### src/rtl/ntt_pkg.sv
// Shared NTT constants: default operand width, modulus and the modular inverse of 2.
package ntt_pkg;
    localparam int NTT_N  = 14;
    localparam int NTT_Q  = 12289;
    localparam int Q_INV2 = (NTT_Q + 1) / 2;
endpackage

### src/rtl/gs_modred.sv
// Reduces a 2N-bit product into [0,Q). Combinational; the caller registers the result.
module gs_modred
    import ntt_pkg::*;
#(
    parameter int N = NTT_N,
    parameter int Q = NTT_Q
) (
    input  logic [2*N-1:0] i_x,
    output logic [N-1:0]   o_r
);
    // Constant divisor, so the remainder maps to a fixed reduction network.
    assign o_r = N'(i_x % (2*N)'(Q));
endmodule

### src/rtl/intt_gs_pe.sv
// Gentleman-Sande inverse-NTT butterfly, 3-stage valid/ready pipeline with bubble compression.
// Optional macro INTT_HALVE_EN folds a multiply by 2^-1 mod Q into the final stage.
module intt_gs_pe
    import ntt_pkg::*;
#(
    parameter int N = NTT_N,
    parameter int Q = NTT_Q
) (
    input  logic         clk,
    input  logic         rst,
    input  logic         in_valid,
    output logic         in_ready,
    input  logic [N-1:0] u,
    input  logic [N-1:0] v,
    input  logic [N-1:0] w,
    output logic         out_valid,
    input  logic         out_ready,
    output logic [N-1:0] s0,
    output logic [N-1:0] s1
);
    logic [3:1]     r_vld;
    logic [3:1]     w_adv;
    logic [N:0]     w_sum;
    logic [N-1:0]   w_s0_1, w_d_1;
    logic [N-1:0]   r_s0_1, r_d_1, r_w_1;
    logic [N-1:0]   r_s0_2;
    logic [2*N-1:0] r_prod_2;
    logic [N-1:0]   w_red, w_s0_3, w_s1_3;
    logic [N-1:0]   r_s0_3, r_s1_3;

    // A stage may load when it is empty or its successor is moving.
    assign w_adv[3] = !r_vld[3] || out_ready;
    assign w_adv[2] = !r_vld[2] || w_adv[3];
    assign w_adv[1] = !r_vld[1] || w_adv[2];
    assign in_ready = !r_vld[3] || out_ready;

    assign w_sum  = {1'b0, u} + {1'b0, v};
    assign w_s0_1 = (w_sum >= (N+1)'(Q)) ? N'(w_sum - (N+1)'(Q)) : N'(w_sum);
    // Wraps modulo 2^N; the true value lies in [0,Q) so the low N bits are exact.
    assign w_d_1  = (u >= v) ? (u - v) : (u + N'(Q) - v);

    gs_modred #(.N(N), .Q(Q)) u_modred (
        .i_x (r_prod_2),
        .o_r (w_red)
    );

`ifdef INTT_HALVE_EN
    function automatic logic [N-1:0] halve(input logic [N-1:0] x);
        logic [N:0] t;
        t = {1'b0, x} + (x[0] ? (N+1)'(Q) : '0);
        return t[N:1];
    endfunction
    assign w_s0_3 = halve(r_s0_2);
    assign w_s1_3 = halve(w_red);
`else
    assign w_s0_3 = r_s0_2;
    assign w_s1_3 = w_red;
`endif

    always_ff @(posedge clk) begin
        if (rst) begin
            r_vld  <= '0;
            r_s0_3 <= '0;
            r_s1_3 <= '0;
        end else begin
            if (w_adv[1]) r_vld[1] <= in_valid && in_ready;
            if (w_adv[2]) r_vld[2] <= r_vld[1];
            if (w_adv[3]) begin
                r_vld[3] <= r_vld[2];
                r_s0_3   <= w_s0_3;
                r_s1_3   <= w_s1_3;
            end
        end
    end

    always_ff @(posedge clk) begin
        if (w_adv[1]) begin
            r_s0_1 <= w_s0_1;
            r_d_1  <= w_d_1;
            r_w_1  <= w;
        end
        if (w_adv[2]) begin
            r_s0_2   <= r_s0_1;
            r_prod_2 <= {{N{1'b0}}, r_d_1} * {{N{1'b0}}, r_w_1};
        end
    end

    assign out_valid = r_vld[3];
    assign s0        = r_s0_3;
    assign s1        = r_s1_3;
endmodule

### config.mk
export PLATFORM = sky130hd
export DESIGN_NAME = intt_gs_pe
export DESIGN_NICKNAME = d
export VERILOG_FILES = /design/src/rtl/ntt_pkg.sv /design/src/rtl/gs_modred.sv /design/src/rtl/intt_gs_pe.sv
export SDC_FILE = /design/constraint.sdc
export NUM_CORES = 1
export LEC_CHECK = 0
export BUFFER_PORTS_ARGS = -buffer_cell sky130_fd_sc_hd__buf_2
export CAP_MARGIN = 20
export CELL_PAD_IN_SITES_DETAIL_PLACEMENT = 0
export CELL_PAD_IN_SITES_GLOBAL_PLACEMENT = 1
export CORE_AREA = 8 8 207 209
export DETAILED_ROUTE_END_ITERATION = 16
export DIE_AREA = 0 0 215 217
export GPL_TIMING_DRIVEN = 0
export PLACE_DENSITY_LB_ADDON = 0.1
export SYNTH_ARGS = -nofsm -noshare
export SYNTH_HDL_FRONTEND = slang
export SYNTH_SLANG_ARGS = --single-unit
### constraint.sdc
create_clock -name clk -period 20.6 [get_ports clk]
set_input_delay 4.12 -clock clk [delete_from_list [all_inputs] [get_ports clk]]
set_output_delay 4.12 -clock clk [all_outputs]
set_load 0.03 [all_outputs]
==> results.md <==
* Status: complete, no violations
* Placer Congestion at 0.883
* Final worst path period need at 19040 ps
* Synthesized Nets at 2728
* Unrepaired setup endpoints after global routing: no
* Area leader, netlist: fa_1
* Hold Path End: r_s0_2[7]
* Later-pin clock latency in the skew report at 430 ps
* Clk pin slew, worst setup/hold paths at 60 ps
* R2R depth at 57
* HPWL Detailed at 43500 um
* Hold Vio Cnt, Final at 0
* Vias at 17.7k
* Reg area at 3140 sq um
* Num rows at 73
* Initial Util at 49.6%
* Post-synth EDFFs at 84
* Drt wl/cell at 17.5 um
* Growth of design area from synthesis to finish at 8.59%
* Final setup violation count at 0
* Startpoint type of the worst setup path: flip-flop
* Required time worst endpoint at 20930 ps
* Core footprint at 39500 sq um
* Synth Flop Type: edfxtp_1
* H-tree Lvls at 4
* Die width at 215 um
* Synth async-reset ratio at 0%
* Synth warn at 0
* Top post-synthesis cells by count: nand2_1, inv_1, nor2_1
* RR Endpoint: s1[6]
* Root Buffer: clkbuf_16
* Number of CTS-inserted buffers at 17
* CTS tree: done
* Period utilization at 92.4%
* Height of the die at 217 um
* Crit path max-delay cell type: nor4_1
* Synthesized instance count at 2387
* IO buf count at 75
* HP Start: r_s0_1[7]
* CTS Buffer Depth at 2
* Initial antenna violation count at 0
* CP Capture Type: flip-flop
* Hold WC Path Type: flip-flop to flip-flop
* Dominant cells by area after synthesis: fa_1, edfxtp_1, ha_1
* Crit-path max FO at 10
* Total congestion overflow at 0
* Global-route wire length before repair at 86600 um
* Share of cells above drive strength 1 at 9.41%
* Maximum number of pins on one net before global-route repair at 29
* Top-count cell post-synth: nand2_1
* NumNets Final at 2825
* Register area share after synthesis at 16.1%
* Cell Count, Final, Fillers Out at 3022
* Tot GR Track Use at 22.1%
* Vias in the first global route at 17.1k
* Synthesized area at 19600 sq um
* Area occupied by multi-input gates at 15100 sq um
* Final slew viol count at 0
* Slew @ Worst Pin at 1140 ps
* Hold Crit Depth at 0
* Flops & latches, synth at 115
* RR Startpoint: r_prod_2[18]
* Yosys top cell area share at 15.8%
* Remaining DRCs at 0
* Inst Count DP at 2989
* Worst hold margin at 418 ps
* FMAX at 52.5 MHz
* Post-CTS Hold Buffers at 0
* Worst slew margin relative to its limit at 22.6%
* CP max stage delay at 660 ps
* Count of cell types in the netlist at 128
* Critical Path AT at 19370 ps
* Mapped Avg Cell Area at 8.19 sq um
* Setup slack, reg-to-reg at 1560 ps
* Crit path kind: flip-flop to flip-flop
* Via density at 5.85
* Fill count at 3834
* Iter 0 DRT Violations at 1385
* I/O pin total at 76
* Max_cap viols at 0
* Sink Count at 115
* Post-route ant nets at 0
* Diodes inserted at 0
* TNS Setup at 0 ps
* Die Footprint at 46700 sq um
* Pre-Repair DR Iteration Count at 8
* Drt total wl at 52900 um
* Clock Skew at 14.9 ps
timing repair:
action | 4_1_cts | 5_1_grt
resized for setup | 0 | 2
buffers inserted | 0 | 0
setup endpoints to repair | 0 | 11
per-stage QoR:
stage,utilization [%],instance area [sq um],setup slack [ps]
after detailed placement,52.3,20600,1750
final,53.8,21200,1560
after CTS,53.8,21200,1590
after floorplan,-,19600,4950
after global placement,52.2,20600,1910
after global routing,53.8,21200,237
cell type report:
| type | instances | area share (%) |
|---|---|---|
| Inverter | 246 | 4.35 |
| Buffer | 91 | 1.90 |
| Timing Repair Buffer | 78 | 2.03 |
| Multi-Input combinational cell | 1935 | 71.1 |
| Sequential cell | 115 | 14.8 |
| Clock inverter | 15 | 0.695 |
| Clock buffer | 17 | 2.00 |
| Tap cell | 525 | 3.09 |
routing by layer:
metal / track usage (%) / vias to the layer above / share of wire [%]
met5: 0.520 / - / 0
met4: 4.70 / 0 / 1.3
met3: 2.21 / 55 / 4.8
met2: 37.2 / 503 / 47
met1: 30.5 / 8582 / 47
li1: - / 8547 / -
kinds of logic (layout without fill, tap and decap cells):
| group | after synthesis | count (layout) | share of synthesized area [%] |
|---|---|---|---|
| simple gates | 928 | 928 | 24.4 |
| flops | 115 | 115 | 16.1 |
| buf+inv | 337 | 447 | 6.79 |
| fa+ha+maj | 298 | 298 | 24.9 |
| mux | 29 | 29 | 1.57 |
| compound gates | 523 | 523 | 19.2 |
| xor+xnor | 157 | 157 | 7.03 |
worst max-delay path by stage:
stage | from | to | slack, ps
detailed placement | r_prod_2[17] | s1[6] | 1750
finish | r_prod_2[18] | s1[6] | 1560
global route | r_prod_2[23] | s1[6] | 240
CTS | r_prod_2[17] | s1[6] | 1590
global placement | r_prod_2[17] | s1[6] | 1910
floorplan | r_prod_2[16] | s1[11] | 4950
layout by cell type, fill, tap and decap left out, types with 20 or more instances in the layout:
cell / count
or3_1: 32
o211ai_1: 20
o21bai_1: 27
o21ai_0: 75
nand3_1: 59
nand4_1: 23
nor3_1: 53
and2_1: 95
edfxtp_1: 84
nand2_1: 303
a21oi_1: 134
a21o_1: 24
fa_1: 154
nor2_1: 199
xnor2_1: 118
ha_1: 141
dfxtp_1: 31
inv_1: 245
buf_2: 83
clkbuf_1: 73
xor2_1: 39
a31oi_1: 29
flip-flops by register name (all words and copies together) (netlist names):
register / cells
r_s0_1: 14
r_d_1: 14
s1: 14
r_s0_2: 14
s0: 14
r_vld: 3
r_prod_2: 28
r_w_1: 14
critical path: cells and delay by family (launching register included):
| kind | cells | cell delay [ps] |
|---|---|---|
| xor+xnor | 3 | 870 |
| buf+inv | 5 | 920 |
| compound gates | 19 | 5590 |
| flops | 1 | 380 |
| mux | 5 | 1940 |
| fa+ha+maj | 1 | 250 |
| simple gates | 24 | 8910 |
Power is left out: the tool's default activity adds up to more than one toggle a clock period on the data nets, which glitch-free logic cannot reach.
